### config.mk
export PLATFORM = sky130hd
export DESIGN_NAME = id_stage_ctrl_flat
export DESIGN_NICKNAME = d
export VERILOG_FILES = /design/src/rtl/id_pkg.sv /design/src/rtl/id_stage_ctrl_if.sv /design/src/rtl/inst_fifo2.sv /design/src/rtl/id_stage_ctrl.sv /design/src/flat_wrapper.sv
export SDC_FILE = /design/constraint.sdc
export NUM_CORES = 1
export LEC_CHECK = 0
export BUFFER_PORTS_ARGS = -buffer_cell sky130_fd_sc_hd__buf_2
export CORE_UTILIZATION = 50
export DETAILED_ROUTE_END_ITERATION = 7
export GPL_TIMING_DRIVEN = 0
export PLACE_DENSITY = 0.81
export SYNTH_ARGS = -nofsm -noshare
export SYNTH_HDL_FRONTEND = slang
export SYNTH_SLANG_ARGS = --single-unit
### constraint.sdc
create_clock -name clk -period 6.5 [get_ports clk]
set_clock_uncertainty 0.05 [all_clocks]
set_input_delay 0.975 -clock clk [delete_from_list [all_inputs] [get_ports clk]]
set_output_delay 0.975 -clock clk [all_outputs]
set_load 0.005 [all_outputs]
### src/rtl/id_pkg.sv
// Shared decode-stage types: opcode constants, immediate formats, ID state encoding,
// and the format-class helpers used by both immgen selection and hazard detection.
package id_pkg;

  localparam int unsigned XLEN = 32;
  localparam int unsigned RAW  = 5;

  localparam logic [6:0] OPC_LUI    = 7'b0110111;
  localparam logic [6:0] OPC_AUIPC  = 7'b0010111;
  localparam logic [6:0] OPC_JAL    = 7'b1101111;
  localparam logic [6:0] OPC_JALR   = 7'b1100111;
  localparam logic [6:0] OPC_BRANCH = 7'b1100011;
  localparam logic [6:0] OPC_LOAD   = 7'b0000011;
  localparam logic [6:0] OPC_STORE  = 7'b0100011;
  localparam logic [6:0] OPC_OPIMM  = 7'b0010011;
  localparam logic [6:0] OPC_OP     = 7'b0110011;

  localparam logic [2:0] F3_SLL  = 3'b001;
  localparam logic [2:0] F3_SRX  = 3'b101;
  localparam logic [6:0] F7_BASE = 7'b0000000;
  localparam logic [6:0] F7_ALT  = 7'b0100000;

  localparam logic [XLEN-1:0] NOP_INST = 32'h0000_0013;

  typedef enum logic [2:0] {
    IMM_NONE  = 3'd0,
    IMM_U     = 3'd1,
    IMM_J     = 3'd2,
    IMM_I     = 3'd3,
    IMM_B     = 3'd4,
    IMM_S     = 3'd5,
    IMM_SHAMT = 3'd6
  } imm_sel_e;

  typedef enum logic [1:0] {
    ID_EMPTY = 2'd0,
    ID_FULL  = 2'd1,
    ID_STALL = 2'd2
  } id_state_e;

  typedef struct packed {
    logic [XLEN-1:0] inst;
    logic [XLEN-1:0] pc;
  } fetch_t;

  localparam fetch_t NOP_ENTRY = '{inst: NOP_INST, pc: '0};

  // Shift-immediates with an illegal funct7 fall back to NONE like any unknown encoding.
  function automatic imm_sel_e imm_fmt(input logic [6:0] opcode,
                                       input logic [2:0] funct3,
                                       input logic [6:0] funct7);
    imm_sel_e fmt;
    fmt = IMM_NONE;
    case (opcode)
      OPC_LUI, OPC_AUIPC:           fmt = IMM_U;
      OPC_JAL:                      fmt = IMM_J;
      OPC_JALR, OPC_LOAD:           fmt = IMM_I;
      OPC_BRANCH:                   fmt = IMM_B;
      OPC_STORE:                    fmt = IMM_S;
      OPC_OPIMM: begin
        if (funct3 == F3_SLL)
          fmt = (funct7 == F7_BASE) ? IMM_SHAMT : IMM_NONE;
        else if (funct3 == F3_SRX)
          fmt = (funct7 == F7_BASE || funct7 == F7_ALT) ? IMM_SHAMT : IMM_NONE;
        else
          fmt = IMM_I;
      end
      default:                      fmt = IMM_NONE;
    endcase
    return fmt;
  endfunction

  function automatic logic uses_rs1(input logic [6:0] opcode, input imm_sel_e fmt);
    return (fmt == IMM_I) || (fmt == IMM_B) || (fmt == IMM_S) ||
           (fmt == IMM_SHAMT) || (opcode == OPC_OP);
  endfunction

  function automatic logic uses_rs2(input logic [6:0] opcode, input imm_sel_e fmt);
    return (fmt == IMM_B) || (fmt == IMM_S) || (opcode == OPC_OP);
  endfunction

endpackage

### src/rtl/id_stage_ctrl_if.sv
// Fetch -> ID -> EX handshake bundle; master is the surrounding pipeline, slave is the ID stage.
interface id_stage_ctrl_if;
  import id_pkg::*;

  logic            if_valid;
  logic [XLEN-1:0] if_inst;
  logic [XLEN-1:0] if_pc;
  logic            if_ready;
  logic            ex_memread;
  logic [RAW-1:0]  ex_rd;
  logic            flush;
  logic            ex_ready;
  logic            id_valid;
  logic [XLEN-1:0] id_inst;
  logic [XLEN-1:0] id_pc;
  logic [2:0]      imm_sel;
  logic            id_stall;

  modport master (
    output if_valid, if_inst, if_pc, ex_memread, ex_rd, flush, ex_ready,
    input  if_ready, id_valid, id_inst, id_pc, imm_sel, id_stall
  );

  modport slave (
    input  if_valid, if_inst, if_pc, ex_memread, ex_rd, flush, ex_ready,
    output if_ready, id_valid, id_inst, id_pc, imm_sel, id_stall
  );

endinterface

### src/rtl/inst_fifo2.sv
// Two-entry {inst,pc} skid FIFO in front of the ID register; clr empties it on redirect.
module inst_fifo2 import id_pkg::*; (
  input  logic       clk,
  input  logic       rst,
  input  logic       clr,
  input  logic       push,
  input  logic       pop,
  input  fetch_t     din,
  output fetch_t     dout,
  output logic       full,
  output logic       empty,
  output logic [1:0] count
);

  localparam int unsigned DEPTH = 2;

  fetch_t     mem [DEPTH];
  logic       wr_ptr;
  logic       rd_ptr;
  logic [1:0] cnt_q;
  logic       do_push;
  logic       do_pop;

  // A push at full is legal only when the head leaves in the same cycle.
  always_comb begin
    do_pop  = pop & (cnt_q != 2'd0);
    do_push = push & ((cnt_q != 2'(DEPTH)) | do_pop);
  end

  always_ff @(posedge clk or posedge rst) begin
    if (rst) begin
      wr_ptr <= 1'b0;
      rd_ptr <= 1'b0;
      cnt_q  <= 2'd0;
    end else if (clr) begin
      wr_ptr <= 1'b0;
      rd_ptr <= 1'b0;
      cnt_q  <= 2'd0;
    end else begin
      if (do_push) wr_ptr <= ~wr_ptr;
      if (do_pop)  rd_ptr <= ~rd_ptr;
      cnt_q <= cnt_q + 2'(do_push) - 2'(do_pop);
    end
  end

  always_ff @(posedge clk) begin
    if (do_push && !clr) mem[wr_ptr] <= din;
  end

  assign dout  = mem[rd_ptr];
  assign full  = (cnt_q == 2'(DEPTH));
  assign empty = (cnt_q == 2'd0);
  assign count = cnt_q;

endmodule

### src/rtl/id_stage_ctrl.sv
// Decode-stage control: fetch buffering, ID register with load-use stall, flush and
// immediate-format selection for the immediate generator.
module id_stage_ctrl import id_pkg::*; (
  input  logic            clk,
  input  logic            rst,
  id_stage_ctrl_if.slave  bus
);

  id_state_e  state;
  fetch_t     id_q;
  logic       live_q;

  fetch_t     fetch_in;
  fetch_t     fifo_head;
  logic       fifo_full;
  logic       fifo_empty;
  logic [1:0] fifo_count;
  logic       fifo_push;
  logic       fifo_pop;

  imm_sel_e       fmt;
  logic [RAW-1:0] rs1;
  logic [RAW-1:0] rs2;
  logic           hazard;
  logic           id_valid;
  logic           if_ready;
  logic           xfer;
  logic           fire;
  logic           slot_free;
  logic           take_head;
  logic           take_fetch;

  assign fetch_in = '{inst: bus.if_inst, pc: bus.if_pc};

  // live_q keeps fetch closed for the whole reset and opens it on the first edge after.
  assign if_ready = live_q & ~fifo_full;

  always_comb begin
    fmt = imm_fmt(id_q.inst[6:0], id_q.inst[14:12], id_q.inst[31:25]);
    rs1 = id_q.inst[19:15];
    rs2 = id_q.inst[24:20];

    hazard = (state == ID_FULL) & bus.ex_memread & (bus.ex_rd != '0) &
             ((uses_rs1(id_q.inst[6:0], fmt) & (rs1 == bus.ex_rd)) |
              (uses_rs2(id_q.inst[6:0], fmt) & (rs2 == bus.ex_rd)));

    id_valid   = ((state == ID_FULL) | (state == ID_STALL)) & ~hazard;
    fire       = id_valid & bus.ex_ready;
    xfer       = bus.if_valid & if_ready;
    slot_free  = (state == ID_EMPTY) | fire;

    // Head of the FIFO has priority; fetch goes straight into ID only when nothing is queued.
    take_head  = slot_free & ~fifo_empty;
    take_fetch = slot_free & fifo_empty & xfer;

    fifo_pop   = take_head & ~bus.flush;
    fifo_push  = xfer & ~take_fetch & ~bus.flush;
  end

  inst_fifo2 u_fifo (
    .clk   (clk),
    .rst   (rst),
    .clr   (bus.flush),
    .push  (fifo_push),
    .pop   (fifo_pop),
    .din   (fetch_in),
    .dout  (fifo_head),
    .full  (fifo_full),
    .empty (fifo_empty),
    .count (fifo_count)
  );

  // ID register and state; flush wins over load, fire and hazard.
  always_ff @(posedge clk or posedge rst) begin
    if (rst) begin
      state  <= ID_EMPTY;
      id_q   <= NOP_ENTRY;
      live_q <= 1'b0;
    end else begin
      live_q <= 1'b1;
      if (bus.flush) begin
        state <= ID_EMPTY;
        id_q  <= NOP_ENTRY;
      end else if (take_head) begin
        state <= ID_FULL;
        id_q  <= fifo_head;
      end else if (take_fetch) begin
        state <= ID_FULL;
        id_q  <= fetch_in;
      end else if (fire) begin
        state <= ID_EMPTY;
      end else if (hazard) begin
        state <= ID_STALL;
      end else if (state == ID_STALL) begin
        state <= ID_FULL;
      end
    end
  end

  fifo_count_a: assert property (@(posedge clk) disable iff (rst)
                                 fifo_full == (fifo_count == 2'd2));

  assign bus.if_ready = if_ready;
  assign bus.id_valid = id_valid;
  assign bus.id_stall = hazard;
  assign bus.id_inst  = id_q.inst;
  assign bus.id_pc    = id_q.pc;
  assign bus.imm_sel  = 3'(fmt);

endmodule

### src/flat_wrapper.sv
// flat-port wrapper written by rule: the top's interface ports become plain ports
module id_stage_ctrl_flat import id_pkg::*;
  (clk, rst, bus_if_valid, bus_if_inst, bus_if_pc, bus_ex_memread, bus_ex_rd, bus_flush, bus_ex_ready, bus_if_ready, bus_id_valid, bus_id_inst, bus_id_pc, bus_imm_sel, bus_id_stall);
  id_stage_ctrl_if bus_i ();
  input  logic clk;
  input  logic rst;
  input wire logic [$bits(bus_i.if_valid)-1:0] bus_if_valid;
  input wire logic [$bits(bus_i.if_inst)-1:0] bus_if_inst;
  input wire logic [$bits(bus_i.if_pc)-1:0] bus_if_pc;
  input wire logic [$bits(bus_i.ex_memread)-1:0] bus_ex_memread;
  input wire logic [$bits(bus_i.ex_rd)-1:0] bus_ex_rd;
  input wire logic [$bits(bus_i.flush)-1:0] bus_flush;
  input wire logic [$bits(bus_i.ex_ready)-1:0] bus_ex_ready;
  output wire logic [$bits(bus_i.if_ready)-1:0] bus_if_ready;
  output wire logic [$bits(bus_i.id_valid)-1:0] bus_id_valid;
  output wire logic [$bits(bus_i.id_inst)-1:0] bus_id_inst;
  output wire logic [$bits(bus_i.id_pc)-1:0] bus_id_pc;
  output wire logic [$bits(bus_i.imm_sel)-1:0] bus_imm_sel;
  output wire logic [$bits(bus_i.id_stall)-1:0] bus_id_stall;
  assign bus_i.if_valid = bus_if_valid;
  assign bus_i.if_inst = bus_if_inst;
  assign bus_i.if_pc = bus_if_pc;
  assign bus_i.ex_memread = bus_ex_memread;
  assign bus_i.ex_rd = bus_ex_rd;
  assign bus_i.flush = bus_flush;
  assign bus_i.ex_ready = bus_ex_ready;
  assign bus_if_ready = bus_i.if_ready;
  assign bus_id_valid = bus_i.id_valid;
  assign bus_id_inst = bus_i.id_inst;
  assign bus_id_pc = bus_i.id_pc;
  assign bus_imm_sel = bus_i.imm_sel;
  assign bus_id_stall = bus_i.id_stall;
  id_stage_ctrl u_core (.clk(clk), .rst(rst), .bus(bus_i));
endmodule
After elaboration in Yosys (flattened, before gate mapping). Memory sizes are Yosys's and may differ from the RTL's. Index checks and enable logic that the tools add are counted.

Bits in registers: 71. Memory bits (writable): 128. Output and inout port bits: 70. Logic and storage cells: 101. Memories kept: 1.

Memory list: u_core.u_fifo.mem (depth 2, width 64, rd ports 1, clocked after memory_dff 0, wr ports 1, line inst_fifo2.sv:17) `fetch_t mem [DEPTH];`.

Add/sub/neg operators: 2. Equal/unequal tests: 22. Muxes and demuxes: 21. Bitwise operators: 28. Reduce and logical (&&, ||, !) cells: 20.

Operators by type and width (number): two-way mux 64 bit (3); equality test 7 x 6 -> 1 bit (second input constant) (4); equality test 7 bit (second input constant) (3); one-hot mux 3 bit (6 select lines) (1); bitwise AND 1 bit (17); equality test 7 x 5 -> 1 bit (second input constant) (2); two-way mux 2 bit (7); equality test 3 bit (second input constant) (4); two-way mux 3 bit (4); equality test 5 bit (2); equality test 7 x 2 -> 1 bit (second input constant) (1); zero test 7 bit (1); logical OR 1 bit (7); inverter 1 bit (7); two-way mux 1 bit (6); nonzero test 2 bit (3); nonzero test 6 bit (1); nonzero test 5 bit (1); equality test 2 bit (second input constant) (2); zero test 2 bit (2); bitwise OR 1 bit (4); OR reduction 2 bit (2); equality test 3 x 1 -> 1 bit (second input constant) (1); equality test 3 x 2 -> 1 bit (second input constant) (1); 7 further kinds (7).

Depth between registers and ports, before layout.
Depth in word-level cells: 27. Depth in mapped cells: 14. Depth with buffers taken out: 14.

Hierarchy. From an unflattened synthesis, not the netlist that was laid out.

Cell total of the unflattened synthesis: 659. Area total of the unflattened synthesis: 8871.0 um2.

Modules (own cells, without submodules): inst_fifo2 (instances 1, cells an instance 227, area an instance 4863.4 um2, sequential area each 3943.8 um2); id_stage_ctrl (instances 1, cells an instance 432, area an instance 4007.6 um2, sequential area each 1680.4 um2).

Worst setup path after synthesis. No wires, ideal clock.

Path kind: input-to-reg. Start point: input bus_ex_rd[3]. End point: memory u_core.u_fifo.mem[0][0] (netlist name) (enable). Setup time: 0.583 ns. Arrival: 6.932 ns. Required time: 5.867 ns. Slack: -1.065 ns. Cell stages on the path: 6. Buffers on the path: 0. Path through: xor2_1 -> nor3_1 -> a2bb2oi_1 -> a221oi_1 -> o221ai_1 -> a211oi_1.

Word-level cells in the longest chain between the ends: 17.

RTL lines: start: declaration (line flat_wrapper.sv:11) `input wire logic [$bits(bus_i.ex_rd)-1:0] bus_ex_rd;`; equality test 5 bit, on equally long branches (line id_stage_ctrl.sv:44, id_stage_ctrl.sv:45); bitwise AND 1 bit, on equally long branches (line id_stage_ctrl.sv:44, id_stage_ctrl.sv:45); bitwise OR 1 bit (line id_stage_ctrl.sv:44) `((uses_rs1(id_q.inst[6:0], fmt) & (rs1 == bus.ex_rd)) |`; bitwise AND 1 bit (*) (line id_stage_ctrl.sv:43) `hazard = (state == ID_FULL) & bus.ex_memread & (bus.ex_rd != '0) &`; inverter 1 bit (*) (line id_stage_ctrl.sv:47) `id_valid = ((state == ID_FULL) | (state == ID_STALL)) & ~hazard;`; bitwise AND 1 bit (*) (line id_stage_ctrl.sv:47); bitwise AND 1 bit (*) (line id_stage_ctrl.sv:48) `fire = id_valid & bus.ex_ready;`; bitwise OR 1 bit (*) (line id_stage_ctrl.sv:50) `slot_free = (state == ID_EMPTY) | fire;`; bitwise AND 1 bit (2 in series) (line id_stage_ctrl.sv:54) `take_fetch = slot_free & fifo_empty & xfer;`; inverter 1 bit (line id_stage_ctrl.sv:57) `fifo_push = xfer & ~take_fetch & ~bus.flush;`; bitwise AND 1 bit (2 in series) (line id_stage_ctrl.sv:57); bitwise AND 1 bit (*) (line inst_fifo2.sv:27) `do_push = push & ((cnt_q != 2'(DEPTH)) | do_pop);`; logical AND 1 bit (*) (line inst_fifo2.sv:47) `if (do_push && !clr) mem[wr_ptr] <= din;`; two-way mux 1 bit (*) (line inst_fifo2.sv:47); two-way mux 1 bit (implied by the code) (*) (line inst_fifo2.sv:47); end: declaration (line inst_fifo2.sv:17).

Mark *: on every way between the ends. The rest lies on a longest branch, timed or not.

Final worst setup path.
Start point: register u_core.id_q, in the netlist u_core.bus.id_inst[26]. End point: output bus_id_valid.

Word-level cells in the longest chain between the ends: 16.

RTL lines: start: declaration (line id_stage_ctrl.sv:10) `fetch_t id_q;`; start signal: assignment (line id_stage_ctrl.sv:86) `id_q <= fifo_head;`; start signal: assignment (line id_stage_ctrl.sv:89) `id_q <= fetch_in;`; equality test 7 x 6 -> 1 bit or zero test 7 bit (tied branches) (line id_pkg.sv:64, id_pkg.sv:62); logical OR 1 bit (line id_pkg.sv:64) `fmt = (funct7 == F7_BASE || funct7 == F7_ALT) ? IMM_SHAMT : IMM_NONE;`; two-way mux 3 bit (line id_pkg.sv:64); two-way mux 3 bit (line id_pkg.sv:63) `else if (funct3 == F3_SRX)`; two-way mux 3 bit (*) (line id_pkg.sv:61) `if (funct3 == F3_SLL)`; one-hot mux 3 bit (6 select lines) (*) (line id_pkg.sv:54) `case (opcode)`; equality test 3 x 2 -> 1 bit or equality test 3 bit (tied branches) (line id_pkg.sv:74, id_pkg.sv:79); logical OR 1 bit (3 in series) (line id_pkg.sv:74) `return (fmt == IMM_I) || (fmt == IMM_B) || (fmt == IMM_S) ||`; logical OR 1 bit (line id_pkg.sv:75) `(fmt == IMM_SHAMT) || (opcode == OPC_OP);`; bitwise AND 1 bit (line id_stage_ctrl.sv:44); bitwise OR 1 bit (*) (line id_stage_ctrl.sv:44); bitwise AND 1 bit (*) (line id_stage_ctrl.sv:43); inverter 1 bit (*) (line id_stage_ctrl.sv:47); bitwise AND 1 bit (*) (line id_stage_ctrl.sv:47); end: declaration (line flat_wrapper.sv:15) `output wire logic [$bits(bus_i.id_valid)-1:0] bus_id_valid;`.

Marked as above.

==> impl_metrics.json <==
{
  "status": "finished, final reports clean",
  "relSlewSlack_pct": 36.9,
  "wl_per_cell_um": 19.4,
  "wirelength_um": 19000,
  "crit_path_end_kind": "output pin",
  "r2r_slack_ns": 2.53,
  "finalCritPeriodShare_pct": 63.5,
  "clkTransAtPathRegs_ns": 0.08,
  "num_io_pins": 145,
  "ys_ff_latch": 199,
  "core_area_um2": 16000,
  "crit_slowest_cell": "nor4_1",
  "portBuffers": 144,
  "holdBufCountCts": 0,
  "crit_chain": "nor4_1, a311oi_1, o32ai_2, nor4b_2, o21ai_2, and2_1, buf_2",
  "ys.flop_type": "edfxtp_1",
  "worst_pin_slew_ns": 0.947,
  "leakage_nw": 3.90,
  "synth_edf_count": 128,
  "clock.fmax_mhz": 242,
  "setup-violations-final": 0,
  "fp.dieH_um": 130,
  "slowest_delay_ns": 0.75,
  "synth.avg_cell_area_um2": 14.1,
  "grt_pass1_wl_um": 30000,
  "cts_tree": "built",
  "overflow": 0,
  "vias": 5574,
  "clock-sinks": 199,
  "post-cts-setup-buffer-count": 0,
  "antenna_found_initial": 1,
  "gp_congestion": 0.837,
  "critical_path_buf_inv_count": 1,
  "synthArstFlopShare_pct": 35.7,
  "fin_nets": 833,
  "timing.rr.end": "u_core.u_fifo.mem[0][21]$_DFFE_PP_",
  "finalHoldViolCount": 0,
  "cp.arrival_ns": 3.10,
  "ys_warn_count": 0,
  "track_usage_pct": 23.8,
  "htreeDepth": 4,
  "dieArea_um2": 17000,
  "die_w_um": 130,
  "clock_latency_ns": 0.44,
  "worstSetupPathType": "reg2out",
  "hp-class": "in2async",
  "post-place-ws_ns": 2.43,
  "cts-buffers-inserted": 17,
  "drtPass1Iterations": 5,
  "n_antenna_cell": 0,
  "crit_fanout": 4,
  "grt_pass1_vias": 5702,
  "post_route_cells_drive_above_1_share_pct": 26.9,
  "yosys.cell_types.count": 47,
  "first_iter_violations": 378,
  "reg2reg_from": "u_core.bus.id_inst[26]$_DFFE_PP0P_",
  "grt_max_degree": 66,
  "start_util_pct": 51.5,
  "worst_slack_ns": 2.37,
  "synth_cells": 585,
  "period_needed_ns": 4.13,
  "post_cts_resized": 0,
  "maxCapViolCount": 0,
  "hpwl_um": 12800,
  "synth_nets": 665,
  "power_mw": 4.61,
  "rows": 46,
  "root_buffer": "clkbuf_16",
  "fill_cells": 1278,
  "start_kind": "register",
  "pwr_density_cell_nw_per_um2": 465,
  "drv_slew": 0,
  "rr_worst_depth": 8,
  "ctsLongestPathBuffers": 2,
  "syn_area_um2": 8250,
  "routed_via_density": 5.68,
  "drc": 0,
  "ant_nets": 0,
  "yosysSeqAreaShare_pct": 68.2,
  "crit_family": "simple AND/OR/NAND/NOR gates",
  "cp.required_ns": 5.47,
  "grt_setup_unrepaired": "no",
  "area_delta_synth_final_pct": 20.3,
  "ir_drop_uv": 197
}
cells in the mapped netlist, types with 3 or more instances:
cell type,instances,area [µm²]
inv_1,13,48.8
a2bb2oi_1,4,35.0
dfstp_2,3,78.8
nor2_1,66,248
buf_4,6,45.0
mux2i_1,64,641
buf_6,6,67.6
edfxtp_1,128,3840
ha_1,5,62.6
clkbuf_1,20,75.1
o2bb2ai_1,61,534
nor3_1,5,25.0
nand2_1,8,30.0
buf_1,3,11.3
dfrtp_1,68,1700
nand3b_1,5,37.5
a21oi_1,64,320
xnor2_1,3,26.3
nand2b_1,3,18.8
o21ai_0,7,35.0
xor2_1,9,78.8
state kept, by name (all words and copies together) (netlist names):
register	cells
u_core.u_fifo.rd_ptr	1
u_core.live_q	1
u_core.u_fifo.mem	128
u_core.u_fifo.count	2
u_core.state	2
u_core.bus.id_inst	32
u_core.u_fifo.wr_ptr	1
u_core.bus.id_pc	32
worst max path at each step:
| stage | end | startpoint | cells past startpoint |
|---|---|---|---|
| final | bus_id_valid | u_core.bus.id_inst[26]$_DFFE_PP0P_ | 7 |
| after floorplan | u_core.u_fifo.mem[0][0]$_DFFE_PP_ | bus_ex_rd[3] | 6 |
| after global routing | bus_id_valid | u_core.bus.id_inst[26]$_DFFE_PP0P_ | 7 |
| after detailed placement | u_core.u_fifo.mem[0][23]$_DFFE_PP_ | bus_ex_rd[3] | 9 |
| after global placement | u_core.u_fifo.mem[0][19]$_DFFE_PP_ | bus_ex_rd[3] | 7 |
| after CTS | bus_id_valid | u_core.bus.id_inst[26]$_DFFE_PP0P_ | 7 |
power by group:
part           internal (mW)  leakage (nW)  switching, mW
combinational          0.745          1.52           1.08
clock                  0.507         0.273          0.496
sequential              1.60          2.11          0.183
total                   2.85          3.90           1.76
per-layer routing:
| metal | GRT usage [%] | vias up | routed length (µm) |
|---|---|---|---|
| met5 | 0 | - | 0 |
| met4 | 10.8 | 0 | 470 |
| met3 | 5.17 | 39 | 1060 |
| met2 | 40.1 | 208 | 9580 |
| met1 | 29.6 | 2776 | 7940 |
| li1 | - | 2551 | - |
cells in the final DEF (no fill, tap or decap), drive strengths merged, types with 3 or more instances in the layout:
cell type	instances
xnor2	3
nand2b	3
a21oi	64
ha	5
xor2	9
nor3	5
a2bb2oi	4
nor2	66
buf	165
nand3b	5
clkbuf	38
o2bb2ai	61
inv	20
o21ai	8
mux2i	64
nand2	8
dfstp	3
edfxtp	128
dfrtp	68
clkinv	6
area by class of cell:
cell class | instances | area, µm² | share of cell area, %
multi-input combinational | 337 | 2380 | 24.0
buffer | 36 | 204 | 2.06
clock inverter | 14 | 134 | 1.35
tap | 216 | 270 | 2.73
inverter | 13 | 51.3 | 0.517
timing repair buffer | 149 | 821 | 8.28
sequential | 199 | 5620 | 56.7
clock buffer | 18 | 429 | 4.33
cell families (layout without fill, tap and decap cells):
group,Yosys count,after routing,share of synthesized area (%)
AND/OR/NAND/NOR,102,102,5.61
AO/OA/AOI/OAI,153,153,13.3
buffers and inverters,49,230,3.07
multiplexers,64,64,7.77
XOR/XNOR,12,12,1.27
other,1,1,0.0455
adder cells (fa/ha/maj),5,5,0.759
flip-flops,199,199,68.2
stage by stage:
stage | setup TNS, ns | cell area (µm²) | cells | utilization, % | hold WS [ns]
detailed placement | 0 | 9350 | 950 | 58.5 | 0.418
finish | 0 | 9920 | 982 | 62.0 | 0.369
global route | 0 | 9920 | 982 | 62.0 | 0.365
global placement | -43.44 | 9240 | 945 | 57.8 | 0.417
floorplan | 0 | 8250 | 585 | - | 0.425
CTS | 0 | 9920 | 982 | 62.0 | 0.358
Note: power is estimated with default switching activity, not from simulation.
